<file path="src/rtl/uart_pkg.sv">
// uart_pkg: shared types, constants and helpers for the UART blocks
package uart_pkg;
    localparam int MIN_DIVISOR = 2;

    typedef enum logic [2:0] {
        NONE  = 3'd0,
        EVEN  = 3'd1,
        ODD   = 3'd2,
        MARK  = 3'd3,
        SPACE = 3'd4
    } parity_mode_t;

    typedef enum logic [6:0] {
        IDLE   = 7'b000_0001,
        START  = 7'b000_0010,
        DATA   = 7'b000_0100,
        PARITY = 7'b000_1000,
        STOP   = 7'b001_0000,
        BREAK  = 7'b010_0000,
        MAB    = 7'b100_0000
    } uart_tx_state_t;

    function automatic logic [3:0] data_bits(input logic [1:0] code);
        return 4'd5 + {2'b00, code};
    endfunction
endpackage

</file>
<file path="src/rtl/uart_baud_gen.sv">
// uart_baud_gen: per-bit cycle counter flagging the last cycle of each bit
module uart_baud_gen #(
    parameter int DIV_WIDTH = 16
) (
    input  logic                 clk,
    input  logic                 n_rst,
    input  logic                 restart,
    input  logic [DIV_WIDTH-1:0] divisor,
    output logic                 bit_end
);
    logic [DIV_WIDTH-1:0] cnt;

    assign bit_end = cnt == divisor - DIV_WIDTH'(1);

    always_ff @(posedge clk or negedge n_rst) begin
        if (!n_rst) cnt <= '0;
        else cnt <= (restart || bit_end) ? '0 : cnt + DIV_WIDTH'(1);
    end
endmodule

</file>
<file path="src/rtl/uart_tx_cfg.sv">
// uart_tx_cfg: runtime-configurable UART transmitter with one-entry holding buffer and break
module uart_tx_cfg
    import uart_pkg::*;
#(
    parameter int DIV_WIDTH     = 16,
    parameter int MAX_DATA_BITS = 8
) (
    input  logic                     clk,
    input  logic                     n_rst,
    input  logic                     i_valid,
    input  logic [MAX_DATA_BITS-1:0] i_data,
    output logic                     o_ready,
    input  logic [DIV_WIDTH-1:0]     i_divisor,
    input  logic [1:0]               i_data_bits,
    input  logic [2:0]               i_parity,
    input  logic                     i_stop2,
    input  logic                     i_break,
    output logic                     o_busy,
    output logic                     o_tx
);
    uart_tx_state_t           state;
    parity_mode_t             par_mode;
    logic [MAX_DATA_BITS-1:0] buf_data, shreg;
    logic [DIV_WIDTH-1:0]     div_q, div_clamp;
    logic [2:0]               bit_cnt, last_idx;
    logic buf_valid, stop2, stop_cnt, par_acc, brk_done, bit_end;
    logic restart, last_stop, gap, go_break, go_start, par_x, par_bit;

    uart_baud_gen #(.DIV_WIDTH(DIV_WIDTH)) u_baud (
        .clk     (clk),
        .n_rst   (n_rst),
        .restart (restart),
        .divisor (div_q),
        .bit_end (bit_end)
    );

    // The counter is held at zero while idle or while a satisfied break waits for release,
    // so every state entry starts a fresh bit.
    always_comb begin
        div_clamp = i_divisor < DIV_WIDTH'(MIN_DIVISOR) ? DIV_WIDTH'(MIN_DIVISOR) : i_divisor;
        restart   = state == IDLE || (state == BREAK && brk_done);
        last_stop = state == STOP && bit_end && (!stop2 || stop_cnt);
        gap       = state == IDLE || last_stop || (state == MAB && bit_end);
        go_break  = i_break && (state == IDLE || last_stop);
        go_start  = gap && !go_break && buf_valid;
        par_x     = par_acc ^ shreg[0];
        par_bit   = par_mode == MARK ? 1'b1 : par_mode == SPACE ? 1'b0 : par_mode == ODD ? ~par_x : par_x;
    end

    assign o_ready = ~buf_valid;
    assign o_busy  = state != IDLE || buf_valid;

    always_ff @(posedge clk or negedge n_rst) begin
        if (!n_rst) begin
            state     <= IDLE;
            par_mode  <= NONE;
            buf_data  <= '0;
            shreg     <= '0;
            div_q     <= '0;
            bit_cnt   <= '0;
            last_idx  <= '0;
            buf_valid <= 1'b0;
            stop2     <= 1'b0;
            stop_cnt  <= 1'b0;
            par_acc   <= 1'b0;
            brk_done  <= 1'b0;
            o_tx      <= 1'b1;
        end else begin
            if (go_start) buf_valid <= 1'b0;
            else if (i_valid && !buf_valid) begin
                buf_valid <= 1'b1;
                buf_data  <= i_data;
            end
            if (go_start) begin
                state    <= START;
                o_tx     <= 1'b0;
                shreg    <= buf_data;
                div_q    <= div_clamp;
                last_idx <= 3'(data_bits(i_data_bits) - 4'd1);
                par_mode <= i_parity > 3'd4 ? NONE : parity_mode_t'(i_parity);
                stop2    <= i_stop2;
                bit_cnt  <= '0;
                stop_cnt <= 1'b0;
                par_acc  <= 1'b0;
            end else if (go_break) begin
                state    <= BREAK;
                o_tx     <= 1'b0;
                div_q    <= div_clamp;
                brk_done <= 1'b0;
            end else if (gap && state != IDLE) begin
                state <= IDLE;
                o_tx  <= 1'b1;
            end else begin
                case (state)
                    START: if (bit_end) begin
                        state <= DATA;
                        o_tx  <= shreg[0];
                    end
                    DATA: if (bit_end) begin
                        par_acc <= par_x;
                        if (bit_cnt == last_idx) begin
                            state <= par_mode == NONE ? STOP : PARITY;
                            o_tx  <= par_mode == NONE ? 1'b1 : par_bit;
                        end else begin
                            shreg   <= shreg >> 1;
                            o_tx    <= shreg[1];
                            bit_cnt <= bit_cnt + 3'd1;
                        end
                    end
                    PARITY: if (bit_end) begin
                        state <= STOP;
                        o_tx  <= 1'b1;
                    end
                    STOP: if (bit_end) stop_cnt <= 1'b1;
                    BREAK: begin
                        if (bit_end) brk_done <= 1'b1;
                        if ((brk_done || bit_end) && !i_break) begin
                            state <= MAB;
                            o_tx  <= 1'b1;
                        end
                    end
                    default: ;
                endcase
            end
        end
    end
endmodule
</file>
<file path="config.mk">
export PLATFORM = sky130hd
export DESIGN_NAME = uart_tx_cfg
export DESIGN_NICKNAME = d
export VERILOG_FILES = /design/src/rtl/uart_pkg.sv /design/src/rtl/uart_baud_gen.sv /design/src/rtl/uart_tx_cfg.sv
export SDC_FILE = /design/constraint.sdc
export NUM_CORES = 1
export LEC_CHECK = 0
export BUFFER_PORTS_ARGS = -buffer_cell sky130_fd_sc_hd__buf_2
export CORE_ASPECT_RATIO = 1.2
export CORE_MARGIN = 2
export CORE_UTILIZATION = 64
export DETAILED_ROUTE_END_ITERATION = 8
export GPL_TIMING_DRIVEN = 1
export PLACE_DENSITY = 0.85
export SYNTH_ARGS = -nofsm -noshare
export SYNTH_HDL_FRONTEND = slang
export SYNTH_SLANG_ARGS = --single-unit
</file>
<file path="constraint.sdc">
create_clock -name clk -period 10.77 [get_ports clk]
set_clock_uncertainty 0.15 [all_clocks]
set_input_delay 0.5385 -clock clk [delete_from_list [all_inputs] [get_ports clk]]
set_output_delay 0.5385 -clock clk [all_outputs]
set_load 0.01 [all_outputs]
</file>
==> results of run 1 <==
[layout make-up]
cell class / count / area (um2)
Clock inverter: 5 / 81.3
Tap cell: 82 / 103
Inverter: 17 / 65.1
Timing Repair Buffer: 38 / 195
Fill cell: 450 / 1610
Clock buffer: 11 / 151
Sequential cell: 70 / 1750
Multi-Input combinational cell: 310 / 2100
[layer usage]
| metal | GRT usage | vias up | part of all wire |
|---|---|---|---|
| met4 | 0.153 | 0 | 0.035 |
| met3 | 0.0450 | 33 | 0.040 |
| met1 | 0.321 | 1601 | 0.38 |
| li1 | - | 1549 | - |
| met5 | 0 | - | 0 |
| met2 | 0.533 | 109 | 0.54 |
[cell families after synthesis]
| logic type | after synthesis |
|---|---|
| AO/OA/AOI/OAI | 73 |
| XOR/XNOR | 37 |
| adder cells (fa/ha/maj) | 3 |
| buffers and inverters | 32 |
| flip-flops | 70 |
| multiplexers | 34 |
| AND/OR/NAND/NOR | 163 |
[state kept, by name, indices dropped and copies added, names as in the netlist]
name and flops:
div_q 16, u_baud.cnt 16, buf_data 8, shreg 8
state 7, bit_cnt 3, last_idx 3, par_mode 3
brk_done 1, buf_valid 1, o_tx 1, par_acc 1
stop2 1, stop_cnt 1
[final timing paths]
| path | slack (ns) | to | depth (start not counted) | startpoint |
|---|---|---|---|---|
| max | 6.79 | state[1] | 8 | div_q[3] |
| min reg2reg | 0.34 | o_tx | 1 | o_tx |
| max in group asynchronous | 9.67 | stop2 | 2 | n_rst |
| min | 0.22 | u_baud.cnt[9] | 2 | n_rst |
| max reg2reg | 6.79 | state[1] | 8 | div_q[3] |
| min in group clk | 0.23 | par_mode[2] | 2 | i_parity[0] |
[power by group through the flow]
stage,clock network [mW],registers [mW],logic [mW]
floorplan,0,0.296,0.0424
global placement,0,0.304,0.0594
detailed placement,0,0.305,0.0608
CTS,0.248,0.300,0.0614
global route,0.258,0.302,0.0688
finish,0.246,0.299,0.0613
[synth_stat cells (all sizes together) (11+ instances only)]
cell | number | area, um2
nand2 | 27 | 109
mux2i | 11 | 110
nor2 | 51 | 191
o21ai | 16 | 83.8
nand3 | 13 | 70.1
xor2 | 16 | 140
xnor2 | 21 | 184
a21oi | 19 | 98.9
inv | 16 | 60.1
nor3 | 12 | 60.1
dfrtp | 68 | 1700
mux2 | 23 | 259
[through the flow]
stage / util / power [mW]
after floorplan: - / 0.339
after global placement: 0.696 / 0.363
after detailed placement: 0.696 / 0.366
after CTS: 0.735 / 0.609
after global routing: 0.735 / 0.629
final: 0.735 / 0.607
==> impl_results.md, run 1 <==
* Router iterations before antenna repair at 4
* Initial antenna violation count at 0
* Reported leakage power at 2.02 nW
* Die outline width at 76.2 um
* Number of port buffers at 36
* Required time at the endpoint of the critical path at 10.86 ns
* Overall via count from detail_route at 3292
* First-pass GRT wire length at 15800 um
* Combinational Power Share at 0.101
* Mapped cell area at 4000 um2
* Post-cts gate resize count at 0
* Number of buffers and inverters on the critical path at 1
* Clock tree from TritonCTS: yes
* Max rail drop VDD at 0.0995 mV
* Final #Nets at roughly 480
* Class of the most critical setup path: reg -> reg
* Number of enable flip-flop cells after synthesis at 0
* Placeable core area at 6050 um2
* Adder-cell share of the synthesized area at 0.00938
* Sum of overflow across all layers after global routing at 0
* Insertion delay to the later sink of the worst-skew pair at 0.35 ns
* ANT cells at 0
* Avg Vias per Cell at 6.18
* Pin count of the biggest net entering global routing at between 70 and 80
* DR iter-0 viols at 194
* Post-synthesis share of cell area spent on and, or, nand and nor gates at 0.211
* Avg Inst Size Synth at 9.72 um2
* Routed len/inst at 17.7 um
* Yosys cell types at 62
* Final cell area excluding filler cells at 4450 um2
* RSZ-0062 raised after global routing: false
* Delay of the slowest cell on the worst path at 0.86 ns
* # Max-Cap Violations at 0
* Total count of hold-check failures in the final report at 0
* Post-detailed-placement cell area at 4210 um2
* Synthesized-area fraction occupied by ao, oa, aoi and oai cells at 0.130
* Top-level I/O count at 37
* Kind of cell adding the most delay to the critical path: compound AO/OA/AOI/OAI gates
* Flip-flop and latch count after synthesis at 70
* Hold WC Path Type: in -> async
* Die height at approximately 91 um
* Master of the slowest instance on the critical path: sky130_fd_sc_hd__o221ai_2
* Mux share of post-synthesis cell area at 0.0922
* Sequential power share at 0.493
* Commonest cells after routing, fill and taps aside: sky130_fd_sc_hd__dfrtp_1 (68), sky130_fd_sc_hd__nor2_1 (51), sky130_fd_sc_hd__buf_2 (36)
* Max-slew violations at 0
* Final critical-path setup slack at roughly 6.8 ns
* All-layer global routing usage at 0.290
* Share of synthesized area occupied by flip-flops and latches at 0.438
* Endpoint class of the critical path: flop
* CTS Root Cell: sky130_fd_sc_hd__clkbuf_8
* Result of the run: finished, final reports clean
* Final setup viols at 0
* Hold buffer count at CTS at 0
* Internal cell power at 0.450 mW
* Most frequent standard cell in the layout excluding fill and tap cells: sky130_fd_sc_hd__dfrtp_1
* Measured slew at the worst slew-check pin at 1.07 ns
* Initial cell density of the core at 0.661
* CTS H-tree lvls at 3
* Time the final worst path needs with I/O delays and setup at 3.98 ns
* Detailed Route WL at 9420 um
* Gpl congestion at 0.978
* Number of design rule violations left after detail routing at 0
* Pwr Density at 137 nW/um2
* Maximum operating frequency at around 0.25 GHz
* Main combinational cell family by area after synthesis: simple AND/OR/NAND/NOR gates
* Setup TNS after final layout at 0 ns
* Warnings from Yosys at 0
* Num CTS Buffers at 9
* Number of sinks handled by clock tree synthesis at 70
* Switching power as a share of total power at 0.259
* Power spent charging and discharging nets at 0.157 mW
* Worst-path maximum fanout at 27
* Final Instance Count excl. Fillers at 533
* HPWL after detailed placement at 6930 um
* Number of global-route vias before repair at 3356
* Syn_nets at around 450
* Post-synth top flop: sky130_fd_sc_hd__dfrtp_1
* Clock group share of total power at 0.406
* Worst max-slew margin expressed relative to the limit at 0.284
* Post-CTS Setup Bufs at 0
* Cells along the critical path: or4_1 > o31ai_1 > a31oi_1 > and4_1 > and2_1 > o221ai_2 > inv_1 > a21o_1
* Cell count after synthesis at 412
* FP Rows at 31
* Post-route ant nets at 0
* Nature of the critical path startpoint: flop
* Fraction of registers with async set/reset at 1.00
* Share of final-layout standard cells stronger than drive strength 1 at 0.195
* WHS at 0.223 ns
* Pre-CTS WS at 6.84 ns
* Final period util at 0.369
* Clock transition at the register clock pins on the worst setup and hold paths after CTS at 0.08 ns
* Area growth from synthesis to final layout at 11.1%
* Post-synthesis share of cell area spent on xor and xnor gates at 0.0810
* Cells after DPL at 517
* Arrival time worst endpoint at 4.07 ns
* Die Footprint at around 6900 um2
* Worst-case clock buffer depth at 2
Note: power is estimated with default switching activity, not from simulation.
==> run 2, diff against run 1 <==
CORE_UTILIZATION = 60   (was 64)
PLACE_DENSITY = 0.8   (was 0.85)
clock period = 3.95 ns   (was 10.77 ns; I/O delays follow)
==> run 2 against run 1 <==
  * Total power grew to 2.6 times the previous value
  * Die area up 6.3%
  * Clock-buffer cell count unchanged
  * Clock power is 140% higher
  * Register-to-register slack got worse by 6.6 ns
  * Sequential share of layout area decreased by 3.2 points
  * Non-clock buffer count grew 42
  * Global-route usage grew 0.80 points
  * Fmax grew 4.7%
  * Via count up 4.8%
  * Wire length grew 8.1%
  * Final cell count is 8.4% higher
  * Critical path type unchanged
==> impl_results.md, run 2 (same netlist as run 1, synthesis figures left out) <==
* Filler cells at 469
* Gpl congestion at 0.926
* Detailed Route WL at 10200 um
* CTS Root Cell: sky130_fd_sc_hd__clkbuf_8
* Pin count of the biggest net entering global routing at 43
* Setup slack, reg-to-reg at 0.15 ns
* Avg Vias per Cell at roughly 6
* Number of sinks handled by clock tree synthesis at 70
* Cell count of the worst reg-to-reg path at 9
* Worst hold path endpoint: state[5]
* Placeable core area at 6450 um2
* Number of design rule violations left after detail routing at 0
* Final #Nets at 525
* Die Footprint at 7340 um2
* Total area of multi-input combinational cells at around 2100 um2
* Die outline width at 78.6 um
* Worst setup startpoint: div_q[3]
* All-layer global routing usage at 0.298
* Worst-path maximum fanout at 8
* # Max-Cap Violations at 0
* Cells along the critical path: or4_4 > or3_4 > a2111oi_4 > o2111ai_1 > nor2_1 > and2_1 > o221ai_4 > o41ai_2 > dlygate4sd3_1
* Measured slew at the worst slew-check pin at 0.754 ns
* Sum of overflow across all layers after global routing at 0
* Hold WC Path Type: in -> reg
* Required time at the endpoint of the critical path at approximately 4.1 ns
* Kind of cell adding the most delay to the critical path: simple AND/OR/NAND/NOR gates
* Number of port buffers at 36
* Worst-case clock buffer depth at 2
* Biggest registers after layout: div_q (16), u_baud.cnt (16)
* Number of buffers and inverters on the critical path at 1
* Total count of hold-check failures in the final report at 0
* Delay of the slowest cell on the worst path at 0.60 ns
* Most frequent standard cell in the layout excluding fill and tap cells: sky130_fd_sc_hd__dfrtp_1
* Die height at 93.5 um
* Endpoint class of the critical path: flop
* Area growth from synthesis to final layout at 21.0%
* Final setup viols at 0
* Reported leakage power at 2.18 nW
* Result of the run: finished, final reports clean
* Num CTS Buffers at 9
* Max rail drop VDD at 0.233 mV
* Endpoint of the worst-slack reg-to-reg timing path: par_mode[2]
* Insertion delay to the later sink of the worst-skew pair at about 0.37 ns
* Share of final-layout standard cells stronger than drive strength 1 at 0.203
* Maximum operating frequency at around 0.26 GHz
* Source of the worst hold timing path: i_break
* Share of the core filled with cells at 0.752
* First-pass GRT wire length at about 17000 um
* HPWL after detailed placement at between 6000 and 7000 um
* Arrival time worst endpoint at 3.94 ns
* Worst max-slew margin expressed relative to the limit at 0.490
* Number of global-route vias before repair at approximately 3.4k
* Storage cell area at 1760 um2
* Worst reg2reg path startpoint: div_q[3]
* Number of cells on the worst hold path at 3
* Clock tree from TritonCTS: yes
* CTS H-tree lvls at 3
* Time the final worst path needs with I/O delays and setup at about 3.8 ns
* Overall via count from detail_route at roughly 3.5k
* Class of the most critical setup path: reg -> reg
* Final period util at 0.962
* DR iter-0 viols at 217
* Post-route ant nets at 0
* Top-level I/O count at 37
* Router iterations before antenna repair at 4
* Routed len/inst at ~18 um
* Final critical-path setup slack at 0.152 ns
* Pre-CTS WS at 0.350 ns
* WHS at 0.181 ns
* Commonest cells after routing, fill and taps aside: sky130_fd_sc_hd__dfrtp_1 (66), sky130_fd_sc_hd__nor2_1 (51), sky130_fd_sc_hd__buf_2 (36)
* Nature of the critical path startpoint: flop
* ANT cells at 0
* FP Rows at 32
* Clock transition at the register clock pins on the worst setup and hold paths after CTS at 0.08 ns
* Max-slew violations at 0
* Initial antenna violation count at 0
* Master of the slowest instance on the critical path: sky130_fd_sc_hd__or4_4
* Initial cell density of the core at 0.621
* Pwr Density at 331 nW/um2
[run 2: cell count changes in the layout (fill, tap and decap cells not counted), moves of 2 or more]
cell	delta
sky130_fd_sc_hd__dfrtp_1	-2
sky130_fd_sc_hd__dlygate4sd3_1	+34
sky130_fd_sc_hd__buf_4	+8
sky130_fd_sc_hd__dfrtp_2	+2
[run 2: layout make-up]
cell class,count,area share
Sequential cell,70,0.363
Clock buffer,11,0.0292
Multi-Input combinational cell,310,0.438
Inverter,17,0.0134
Clock inverter,5,0.0121
Timing Repair Buffer,80,0.123
Tap cell,85,0.0220
[run 2: through the flow]
stage / cells / TNS (ns) / total power, mW / instance area (um2)
6_report: 578 / 0 / 1.60 / 4840
5_1_grt: 578 / -0.00386 / 1.66 / 4840
4_1_cts: 575 / 0 / 1.61 / 4790
3_5_place_dp: 525 / 0 / 0.996 / 4250
3_3_place_gp: 525 / 0 / 0.990 / 4250
2_1_floorplan: 412 / 0 / 0.924 / 4000
[run 2: repair_timing]
item	4_1_cts	5_1_grt
hold buffers	34	0
gates resized for setup	0	6
setup endpoints to repair	0	1
setup buffers	0	3
endpoints found under the hold margin	57	0
[run 2: layer usage]
metal / up-vias / share of wire / GRT usage
li1: 1629 / - / -
met1: 1691 / 0.40 / 0.336
met2: 96 / 0.53 / 0.530
met3: 35 / 0.030 / 0.0502
met4: 0 / 0.038 / 0.167
met5: - / 0 / 0
[run 2: worst register-to-register path, delay by kind of cell (launching register included)]
family	cells	cell delay [ns]
AO/OA/AOI/OAI	4	1.14
buffers and inverters	1	0.60
flip-flops	1	0.46
AND/OR/NAND/NOR	4	1.39
[run 2: report_power, final]
group          internal (mW)  leakage [nW]  switching [mW]
Sequential             0.755         0.884          0.0601
Clock                  0.309        0.0955           0.282
Combinational          0.104          1.20          0.0935
Total                   1.17          2.18           0.436
[run 2: how the worst max path moves through the flow]
stage	end	slack, ns	cells after the start
finish	par_mode[2]	0.15	9
global route	par_mode[2]	-0.004	9
CTS	par_mode[2]	0.1	9
detailed placement	state[5]	0.35	10
global placement	state[5]	0.38	10
floorplan	div_q[11]	0.58	11
